<file path="config.mk">
export PLATFORM = sky130hd
export DESIGN_NAME = ysyx_25060170_lsu_bus_flat
export DESIGN_NICKNAME = d
export VERILOG_FILES = /design/src/rtl/ysyx_25060170_lsu_bus_if.sv /design/src/rtl/ysyx_25060170_lsu_bus.sv /design/src/flat_wrapper.sv
export SDC_FILE = /design/constraint.sdc
export NUM_CORES = 1
export LEC_CHECK = 0
export BUFFER_PORTS_ARGS = -buffer_cell sky130_fd_sc_hd__buf_2
export CAP_MARGIN = 20
export CORE_ASPECT_RATIO = 0.9
export CORE_MARGIN = 4
export CORE_UTILIZATION = 31
export CTS_CLUSTER_DIAMETER = 100
export DETAILED_ROUTE_END_ITERATION = 8
export GPL_TIMING_DRIVEN = 0
export HOLD_SLACK_MARGIN = 0.15
export PLACE_DENSITY = 0.58
export SLEW_MARGIN = 20
export SYNTH_ARGS = -nofsm -noshare
export SYNTH_HDL_FRONTEND = slang
export SYNTH_SLANG_ARGS = --single-unit
</file>
<file path="constraint.sdc">
create_clock -name clk -period 5.33 [get_ports clk]
set_input_delay 0.7995 -clock clk [delete_from_list [all_inputs] [get_ports clk]]
set_output_delay 0.7995 -clock clk [all_outputs]
set_load 0.005 [all_outputs]
</file>
<file path="src/rtl/ysyx_25060170_lsu_bus_if.sv">
// Data-memory port of the LSU: single-outstanding request channel plus an
// always-accepted response channel.
interface ysyx_25060170_lsu_bus_if #(
    parameter int unsigned XLEN   = 32,
    parameter int unsigned ADDR_W = 32
);
    logic                mem_req_valid;
    logic                mem_req_ready;
    logic [ADDR_W-1:0]   mem_req_addr;
    logic                mem_req_wen;
    logic [XLEN-1:0]     mem_req_wdata;
    logic [XLEN/8-1:0]   mem_req_wstrb;
    logic                mem_resp_valid;
    logic [XLEN-1:0]     mem_resp_rdata;
    logic                mem_resp_err;

    modport master (
        output mem_req_valid, mem_req_addr, mem_req_wen, mem_req_wdata, mem_req_wstrb,
        input  mem_req_ready, mem_resp_valid, mem_resp_rdata, mem_resp_err
    );

    modport slave (
        input  mem_req_valid, mem_req_addr, mem_req_wen, mem_req_wdata, mem_req_wstrb,
        output mem_req_ready, mem_resp_valid, mem_resp_rdata, mem_resp_err
    );
endinterface

</file>
<file path="src/rtl/ysyx_25060170_lsu_bus.sv">
// Load/store unit between EXU and WBU: one outstanding memory transaction,
// lane steering, load extension, misalign/bus-error/timeout detection.
module ysyx_25060170_lsu_bus #(
    parameter int unsigned XLEN    = 32,
    parameter int unsigned ADDR_W  = 32,
    parameter int unsigned TIMEOUT = 255
) (
    input  logic                     clk,
    input  logic                     rst,
    input  logic                     ex_valid,
    output logic                     ls_ready,
    input  logic [XLEN-1:0]          alu_res,
    input  logic [XLEN-1:0]          store_data,
    input  logic                     ls_load,
    input  logic                     ls_store,
    input  logic [1:0]               ls_size,
    input  logic                     ls_unsigned,
    ysyx_25060170_lsu_bus_if.master  mem,
    output logic                     ls_valid,
    input  logic                     wb_ready,
    output logic [XLEN-1:0]          ls_data_o,
    output logic [1:0]               ls_exc
);
    localparam int unsigned NB      = XLEN / 8;
    localparam int unsigned OFF_W   = $clog2(NB);
    localparam int unsigned CNT_W   = (TIMEOUT > 0) ? $clog2(TIMEOUT + 1) : 1;
    localparam int unsigned TO_LAST = (TIMEOUT == 0) ? 0 : TIMEOUT - 1;

    localparam logic [1:0] S_IDLE = 2'b00;
    localparam logic [1:0] S_REQ  = 2'b01;
    localparam logic [1:0] S_RESP = 2'b10;
    localparam logic [1:0] S_HOLD = 2'b11;

    logic [1:0]        state, state_d;
    logic [CNT_W-1:0]  cnt, cnt_d;
    logic              req_valid_q, req_valid_d;
    logic              valid_q, valid_d;
    logic [XLEN-1:0]   data_q, data_d;
    logic [1:0]        exc_q, exc_d;
    logic [ADDR_W-1:0] addr_q, addr_d;
    logic              wen_q, wen_d;
    logic [XLEN-1:0]   wdata_q, wdata_d;
    logic [NB-1:0]     wstrb_q, wstrb_d;
    logic [1:0]        size_q, size_d;
    logic              uns_q, uns_d;
    logic [OFF_W-1:0]  off_q, off_d;

    logic              accept, is_mem, illegal, misaligned;
    logic [OFF_W-1:0]  off, align_mask;
    logic [NB-1:0]     strb_base;
    logic [XLEN-1:0]   wdata_base;
    logic [XLEN-1:0]   rshift, ld_mask, ld_val;
    logic              ld_sign;

    assign ls_ready   = (state == S_IDLE) || ((state == S_HOLD) && wb_ready);
    assign accept     = ex_valid && ls_ready;
    assign is_mem     = ls_load || ls_store;
    assign off        = alu_res[OFF_W-1:0];
    assign illegal    = ((XLEN == 32) && (ls_size == 2'b11)) || (ls_load && ls_store);
    assign misaligned = (off & align_mask) != '0;

    // Size decode for the incoming instruction: alignment mask and unshifted lanes
    always_comb begin : lane_decode
        align_mask = '0;
        strb_base  = '0;
        wdata_base = '0;
        case (ls_size)
            2'b00: begin
                align_mask = OFF_W'(0);
                strb_base  = NB'(1);
                wdata_base = XLEN'(store_data[7:0]);
            end
            2'b01: begin
                align_mask = OFF_W'(1);
                strb_base  = NB'(2'b11);
                wdata_base = XLEN'(store_data[15:0]);
            end
            2'b10: begin
                align_mask = OFF_W'(3);
                strb_base  = NB'(4'hF);
                wdata_base = XLEN'(store_data[31:0]);
            end
            default: begin
                align_mask = OFF_W'(7);
                strb_base  = NB'(8'hFF);
                wdata_base = store_data;
            end
        endcase
    end

    // Load result: move the addressed lane to bit 0, then truncate and extend
    assign rshift = mem.mem_resp_rdata >> {off_q, 3'b000};

    always_comb begin : load_extend
        ld_mask = '1;
        ld_sign = 1'b0;
        case (size_q)
            2'b00:   begin ld_mask = XLEN'(8'hFF);         ld_sign = rshift[7];  end
            2'b01:   begin ld_mask = XLEN'(16'hFFFF);      ld_sign = rshift[15]; end
            2'b10:   begin ld_mask = XLEN'(32'hFFFF_FFFF); ld_sign = rshift[31]; end
            default: begin ld_mask = '1;                   ld_sign = 1'b0;       end
        endcase
        ld_val = (rshift & ld_mask) | ((ld_sign && !uns_q) ? ~ld_mask : '0);
    end

    always_comb begin : next_state
        state_d = state;
        cnt_d   = cnt;
        data_d  = data_q;
        exc_d   = exc_q;
        addr_d  = addr_q;
        wen_d   = wen_q;
        wdata_d = wdata_q;
        wstrb_d = wstrb_q;
        size_d  = size_q;
        uns_d   = uns_q;
        off_d   = off_q;

        case (state)
            S_REQ: begin
                if (mem.mem_req_ready) begin
                    state_d = S_RESP;
                    cnt_d   = '0;
                end
            end
            S_RESP: begin
                if (mem.mem_resp_valid) begin
                    state_d = S_HOLD;
                    exc_d   = mem.mem_resp_err ? 2'b10 : 2'b00;
                    data_d  = (mem.mem_resp_err || wen_q) ? '0 : ld_val;
                end else if ((TIMEOUT != 0) && (cnt == CNT_W'(TO_LAST))) begin
                    state_d = S_HOLD;
                    exc_d   = 2'b10;
                    data_d  = '0;
                end else begin
                    cnt_d = cnt + CNT_W'(1);
                end
            end
            S_HOLD: begin
                if (wb_ready) state_d = S_IDLE;
            end
            default: ;
        endcase

        // Accept overrides the HOLD->IDLE exit so back-to-back issue works
        if (accept) begin
            if (!is_mem) begin
                state_d = S_HOLD;
                data_d  = alu_res;
                exc_d   = 2'b00;
            end else if (illegal) begin
                state_d = S_HOLD;
                data_d  = '0;
                exc_d   = 2'b11;
            end else if (misaligned) begin
                state_d = S_HOLD;
                data_d  = '0;
                exc_d   = 2'b01;
            end else begin
                state_d = S_REQ;
                addr_d  = ADDR_W'(alu_res) & ~ADDR_W'(NB - 1);
                wen_d   = ls_store;
                wdata_d = ls_store ? (wdata_base << {off, 3'b000}) : '0;
                wstrb_d = ls_store ? (strb_base << off) : '0;
                size_d  = ls_size;
                uns_d   = ls_unsigned;
                off_d   = off;
            end
        end

        req_valid_d = (state_d == S_REQ);
        valid_d     = (state_d == S_HOLD);
    end

    always_ff @(posedge clk) begin
        if (!rst) begin
            state       <= S_IDLE;
            cnt         <= '0;
            req_valid_q <= 1'b0;
            valid_q     <= 1'b0;
            data_q      <= '0;
            exc_q       <= '0;
            addr_q      <= '0;
            wen_q       <= 1'b0;
            wdata_q     <= '0;
            wstrb_q     <= '0;
            size_q      <= '0;
            uns_q       <= 1'b0;
            off_q       <= '0;
        end else begin
            state       <= state_d;
            cnt         <= cnt_d;
            req_valid_q <= req_valid_d;
            valid_q     <= valid_d;
            data_q      <= data_d;
            exc_q       <= exc_d;
            addr_q      <= addr_d;
            wen_q       <= wen_d;
            wdata_q     <= wdata_d;
            wstrb_q     <= wstrb_d;
            size_q      <= size_d;
            uns_q       <= uns_d;
            off_q       <= off_d;
        end
    end

    assign mem.mem_req_valid = req_valid_q;
    assign mem.mem_req_addr  = addr_q;
    assign mem.mem_req_wen   = wen_q;
    assign mem.mem_req_wdata = wdata_q;
    assign mem.mem_req_wstrb = wstrb_q;
    assign ls_valid          = valid_q;
    assign ls_data_o         = data_q;
    assign ls_exc            = exc_q;
endmodule

</file>
<file path="src/flat_wrapper.sv">
// flat-port wrapper written by rule: the top's interface ports become plain ports
module ysyx_25060170_lsu_bus_flat 
#(
    parameter int unsigned XLEN    = 32,
    parameter int unsigned ADDR_W  = 32,
    parameter int unsigned TIMEOUT = 255
)
  (clk, rst, ex_valid, ls_ready, alu_res, store_data, ls_load, ls_store, ls_size, ls_unsigned, ls_valid, wb_ready, ls_data_o, ls_exc, mem_mem_req_valid, mem_mem_req_addr, mem_mem_req_wen, mem_mem_req_wdata, mem_mem_req_wstrb, mem_mem_req_ready, mem_mem_resp_valid, mem_mem_resp_rdata, mem_mem_resp_err);
  ysyx_25060170_lsu_bus_if #(.XLEN(XLEN), .ADDR_W(ADDR_W)) mem_i ();
  input  logic clk;
  input  logic rst;
  input  logic ex_valid;
  output logic ls_ready;
  input  logic [XLEN-1:0] alu_res;
  input  logic [XLEN-1:0] store_data;
  input  logic ls_load;
  input  logic ls_store;
  input  logic [1:0] ls_size;
  input  logic ls_unsigned;
  output logic ls_valid;
  input  logic wb_ready;
  output logic [XLEN-1:0] ls_data_o;
  output logic [1:0] ls_exc;
  output wire logic [$bits(mem_i.mem_req_valid)-1:0] mem_mem_req_valid;
  output wire logic [$bits(mem_i.mem_req_addr)-1:0] mem_mem_req_addr;
  output wire logic [$bits(mem_i.mem_req_wen)-1:0] mem_mem_req_wen;
  output wire logic [$bits(mem_i.mem_req_wdata)-1:0] mem_mem_req_wdata;
  output wire logic [$bits(mem_i.mem_req_wstrb)-1:0] mem_mem_req_wstrb;
  input wire logic [$bits(mem_i.mem_req_ready)-1:0] mem_mem_req_ready;
  input wire logic [$bits(mem_i.mem_resp_valid)-1:0] mem_mem_resp_valid;
  input wire logic [$bits(mem_i.mem_resp_rdata)-1:0] mem_mem_resp_rdata;
  input wire logic [$bits(mem_i.mem_resp_err)-1:0] mem_mem_resp_err;
  assign mem_mem_req_valid = mem_i.mem_req_valid;
  assign mem_mem_req_addr = mem_i.mem_req_addr;
  assign mem_mem_req_wen = mem_i.mem_req_wen;
  assign mem_mem_req_wdata = mem_i.mem_req_wdata;
  assign mem_mem_req_wstrb = mem_i.mem_req_wstrb;
  assign mem_i.mem_req_ready = mem_mem_req_ready;
  assign mem_i.mem_resp_valid = mem_mem_resp_valid;
  assign mem_i.mem_resp_rdata = mem_mem_resp_rdata;
  assign mem_i.mem_resp_err = mem_mem_resp_err;
  ysyx_25060170_lsu_bus #(.XLEN(XLEN), .ADDR_W(ADDR_W), .TIMEOUT(TIMEOUT)) u_core (.clk(clk), .rst(rst), .ex_valid(ex_valid), .ls_ready(ls_ready), .alu_res(alu_res), .store_data(store_data), .ls_load(ls_load), .ls_store(ls_store), .ls_size(ls_size), .ls_unsigned(ls_unsigned), .mem(mem_i), .ls_valid(ls_valid), .wb_ready(wb_ready), .ls_data_o(ls_data_o), .ls_exc(ls_exc));
endmodule
</file>
# --- After elaboration in Yosys (flattened, before gate mapping) ---
# Cells that the tools add are included.
totals:
  reg_bits: 118
  input_bits: 108
  out_inout_bits: 106
  word_cells: 89
op_classes:
  add_sub_neg: 1
  n_eq_ne: 13
  n_shift: 3
  mux: 37
  bitwise: 6
  n_reduce_logical: 16
ops:
  columns: ["cell", "n"]
  rows:
  - ["$mux W32", 10]
  - ["$pmux W32 S2", 2]
  - ["$and A32 B32 Y32", 1]
  - ["$mux W2", 16]
  - ["$not A32 Y32", 1]
  - ["$or A32 B32 Y32", 1]
  - ["$shl A32 B5 Y32", 1]
  - ["$shr A32 B5 Y32", 1]
  - ["$mux W8", 3]
  - ["$pmux W8 S2", 1]
  - ["$eq A2 B2 Y1 const B", 5]
  - ["$add A8 B1 Y8 const B", 1]
  - ["$eq A2 B1 Y1 const B", 4]
  - ["$eq A8 B8 Y1 const B", 1]
  - ["$pmux W4 S2", 1]
  - ["$reduce_and A4 Y1", 2]
  - ["$logic_not A2 Y1", 3]
  - ["$ne A2 B2 Y1 const B", 3]
  - ["$pmux W2 S3", 1]
  - ["$logic_and A1 B1 Y1", 4]
  - ["$logic_or A1 B1 Y1", 4]
  - ["$mux W4", 1]
  - ["$pmux W2 S2", 1]
  - ["$reduce_bool A2 Y1", 2]
  - ["5 further kinds", 6]

# --- Logic depth before layout (Yosys ltp) ---
logic_depth:
  depth_word: 12
  depth_mapped: 9
  ltp_nobuf: 7

# --- Worst setup path before layout ---
# No wires, ideal clock.
synth_timing:
  kind: "input to register"
  from: "input port alu_res[1]"
  to: "register u_core.off_q[0]"
  setup_time_ns: 0.132
  t_arrival_ns: 2.046
  required_ns: 5.198
  slack_ns: 3.151
  path_stages: 9
  path_buffers: 4
  cell_sequence: "buf_2 nor3_1 o21ai_1 or2_1 buf_2 buf_2 buf_2 nand2_1 a21oi_1"
synth_between:
  elab_chain_len: 4
synth_lines:
  columns: ["item", "line", "source"]
  rows:
  - ["from (decl)", "flat_wrapper.sv:14", "input logic [XLEN-1:0] alu_res;"]
  - ["$and A2 B2 Y2", "ysyx_25060170_lsu_bus.sv:60", "assign misaligned = (off & align_mask) != '0;"]
  - ["$reduce_bool A2 Y1", "ysyx_25060170_lsu_bus.sv:60", null]
  - ["$not A1 Y1 (no source line)", null, null]
  - ["$reduce_and A4 Y1 (no source line)", null, null]
  - ["to (signal assigned)", "ysyx_25060170_lsu_bus.sv:189", "off_q <= '0;"]
  - ["to (signal assigned)", "ysyx_25060170_lsu_bus.sv:203", "off_q <= off_d;"]
  - ["to (decl)", "ysyx_25060170_lsu_bus.sv:46", "logic [OFF_W-1:0] off_q, off_d;"]
# Every way passes these cells.
# A chain may end at the register's enable or synchronous reset.

# --- Worst setup path after layout ---
layout_timing:
  from: "register u_core.cnt[0]"
  to: "register u_core.data_q[30] (netlist: u_core.ls_data_o[30])"
layout_between:
  elab_chain_len: 8
layout_lines:
  columns: ["item", "line", "source"]
  rows:
  - ["from (decl)", "ysyx_25060170_lsu_bus.sv:35", "logic [CNT_W-1:0] cnt, cnt_d;"]
  - ["from (signal assigned)", "ysyx_25060170_lsu_bus.sv:192", "cnt <= cnt_d;"]
  - ["$eq A8 B8 Y1 (*)", "ysyx_25060170_lsu_bus.sv:131", "end else if ((TIMEOUT != 0) && (cnt == CNT_W'(TO_LAST))) begin"]
  - ["$mux W32 (*)", "ysyx_25060170_lsu_bus.sv:131", null]
  - ["$mux W32 (*)", "ysyx_25060170_lsu_bus.sv:127", "if (mem.mem_resp_valid) begin"]
  - ["$mux W32 (*)", "ysyx_25060170_lsu_bus.sv:119", "case (state)"]
  - ["$mux W32", "ysyx_25060170_lsu_bus.sv:155", "end else if (misaligned) begin"]
  - ["$mux W32", "ysyx_25060170_lsu_bus.sv:151", "end else if (illegal) begin"]
  - ["$mux W32", "ysyx_25060170_lsu_bus.sv:147", "if (!is_mem) begin"]
  - ["$mux W32 (*)", "ysyx_25060170_lsu_bus.sv:146", "if (accept) begin"]
  - ["to (signal assigned)", "ysyx_25060170_lsu_bus.sv:195", "data_q <= data_d;"]
  - ["to (decl)", "ysyx_25060170_lsu_bus.sv:38", "logic [XLEN-1:0] data_q, data_d;"]
# Every way passes the cells marked *; elsewhere a longest branch is shown, timed or not.

==> impl_metrics.toml <==
[pwr]
vdd_drop_max_mv = 0.2176
power_density_nw_per_um2 = 322.1
p_leak_nw = 3.392
finalPower_w = 0.002521

[timing]
max_freq_mhz = 420.6
worst_pin_slew_ns = 0.8947
skew_ns = 0.008900
setup_viol = 0
finalCritPeriodShare_pct = 44.61
slew_headroom_pct = 40.14
drv_slew = 0
hold_violations = 0
setup_tns_ns = 0
fin_crit_ns = 2.378
grt_setup_unrepaired = "false"
fin_hold_ws_ns = 0.4453

[yosys]
syn_inst = 712
ys.flop_type = "dfxtp_1"
synth.distinct_cells = 54
synth_edf_count = 0
yosysMostFrequentCell = "dfxtp_1"
synth-seq-cells = 118
synth_commonest_cells = "dfxtp_1, nand2_1, a21oi_1"
syn_area_per_cell_um2 = 8.217
synthTopCellsByArea = "dfxtp_1, a21oi_1, nand2_1"
synth_largest_area_cell = "dfxtp_1"
yosysWarnings = 0
seq_area_frac_synth_pct = 40.38
synth_top_area_share_pct = 40.38
postSynth.asyncResetShare_pct = 0
mappedNetlistArea_um2 = 5851

[finish]
multi_input_area_um2 = 3183
antennaDiodeCount = 0
drive_above_1_share_pct = 31.24
final_nets = 1051
seqCellArea_um2 = 2362
syn_to_final_growth_pct = 33.77
utilization_pct = 42.38
fin_area_um2 = 7826
fillers = 1934

[grt]
antenna_found_initial = 3
grt_pass1_vias = 6250
grt-ovfl-total = 0
use_met3_pct = 7.875
grt_pass1_wl_um = 35590
use_met2_pct = 33.71
grt_max_degree = 17
grt.busiest_layer = "met2"
use_met1_pct = 27.14
grt.total_usage_pct = 21.16

[setup_path]
r2r_start = "u_core.cnt[0]"
r2r_end = "u_core.ls_data_o[30]"
r2r_cells = 9
cp_data_arrival_time_ns = 2.72
critical_path_class = "flop to flop"
crit_required_ns = 5.67
critPathLaunchType = "flop"
r2r_setup_slack_ns = 2.95
cp_max_fo = 10
critPathCaptureType = "flop"

[hold_path]
worstHoldStart = "u_core.mem.mem_req_wdata[15]"
holdPathEnd = "u_core.mem.mem_req_wdata[15]"
hold_path.class = "flop to flop"
hold_depth = 2

[cts]
cts_inserted_buffers = 17
cts_sinks = 118
cts_repair_resize_count = 0
cts_hold_buffers = 0
clock_path_buffers = 2
insertion_delay_ns = 0.42
cts_tree = "yes"
post_cts_buffers = 0
cts-root-buf = "clkbuf_16"
ctsHtreeMaxLevel = 4
path_clk_slew_ns = 0.06

[die]
start_util_pct = 31.68
io_pins = 214
die_y_um = 138.3
coreArea_um2 = 18470
rows = 47
dieArea_um2 = 21140
fp.dieW_um = 152.8

[route]
vias_per_cell = 5.316
wl_per_cell_um = 19.29
drt-initial-drc-count = 459
drtPass1Iterations = 5
wl_um = 23130
drc = 0
drtAntennaViolNets = 0
via_count = 6374

[placement]
placed_area_um2 = 7207
hpwl_um = 17590
gp_congestion = 0.8891
numPortBuffers = 209

[run]
maxCapViolations = 0

[run_status]
status = "finished clean"
==> report_power, final <==
group	total [W]	switching [W]	leakage (nW)	internal [W]
Sequential	0.000942	0.0000228	0.956	0.000919
Combinational	0.000371	0.000228	2.14	0.000143
Clock	0.00121	0.000436	0.295	0.000772
==> routing by layer <==
metal	vias to the layer above	share of wire [%]
met1	2986	43
met3	32	11
met5	-	0.13
met2	324	45
li1	3026	-
met4	6	1.5
==> area by class of cell <==
cell class	count	area share, %
clock buffers	21	6.011
flip-flops and latches	118	30.18
clock inverters	11	1.902
well taps	245	3.917
inverters	4	0.1918
multi-input cells	530	40.67
repair buffers	209	13.37
plain buffers	61	3.757
==> kinds of logic (layout without fill, tap and decap cells) <==
kind of cell	after synthesis	count (layout)	share of synthesized area [%]
compound gates	258	258	28.85
xor+xnor	7	7	1.048
fa+ha+maj	2	2	0.4276
buf+inv	65	306	5.282
flops	118	118	40.38
mux	33	33	6.031
other cells	1	2	0.06410
simple gates	228	228	17.92
==> registers in the layout, summed over array words and instances (netlist names) <==
signal	count
u_core.state	2
u_core.ls_data_o	32
u_core.off_q	2
u_core.mem.mem_req_valid	1
u_core.mem.mem_req_wen	1
u_core.ls_valid	1
u_core.ls_exc	2
u_core.cnt	8
u_core.uns_q	1
u_core.size_q	2
u_core.mem.mem_req_addr	30
u_core.mem.mem_req_wdata	32
u_core.mem.mem_req_wstrb	4
==> critical path, cell delays in order, from the launching register on <==
cell and delay (ns):
dfxtp_1 0.39, inv_1 0.08, ha_1 0.19, and3_1 0.19, a21oi_1 0.31, nand2b_1 0.16
buf_2 0.22, clkbuf_1 0.41, a21oi_1 0.15, a211oi_2 0.21
==> cell usage in the layout (no fill, tap or decap), drive strengths merged, types with 9 or more instances in the layout <==
cell type	instances
a211oi	18
o21ai	39
a22oi	25
clkbuf	47
mux2i	24
nand3	20
nor2b	11
nand2	117
o2bb2ai	9
nor2	38
buf	244
dfxtp	118
and2	11
a21oi	109
==> worst max-delay path by stage <==
stage	from	endpoint	slack [ns]	depth (start not counted)
global placement	wb_ready	u_core.mem.mem_req_wdata[21]	2.60	7
finish	u_core.cnt[0]	u_core.ls_data_o[30]	2.95	9
floorplan	alu_res[1]	u_core.off_q[0]	3.15	9
CTS	wb_ready	ls_ready	2.96	4
detailed placement	wb_ready	u_core.mem.mem_req_wdata[7]	2.56	7
global route	u_core.cnt[0]	u_core.ls_data_o[30]	2.74	9
==> stage by stage <==
step	std cells	setup slack, ns
2_1_floorplan	713	3.151
4_1_cts	1199	2.958
3_5_place_dp	1167	2.562
6_report	1199	2.952
3_3_place_gp	1167	2.597
5_1_grt	1199	2.738
No activity file was read; power rests on OpenSTA's default activity.
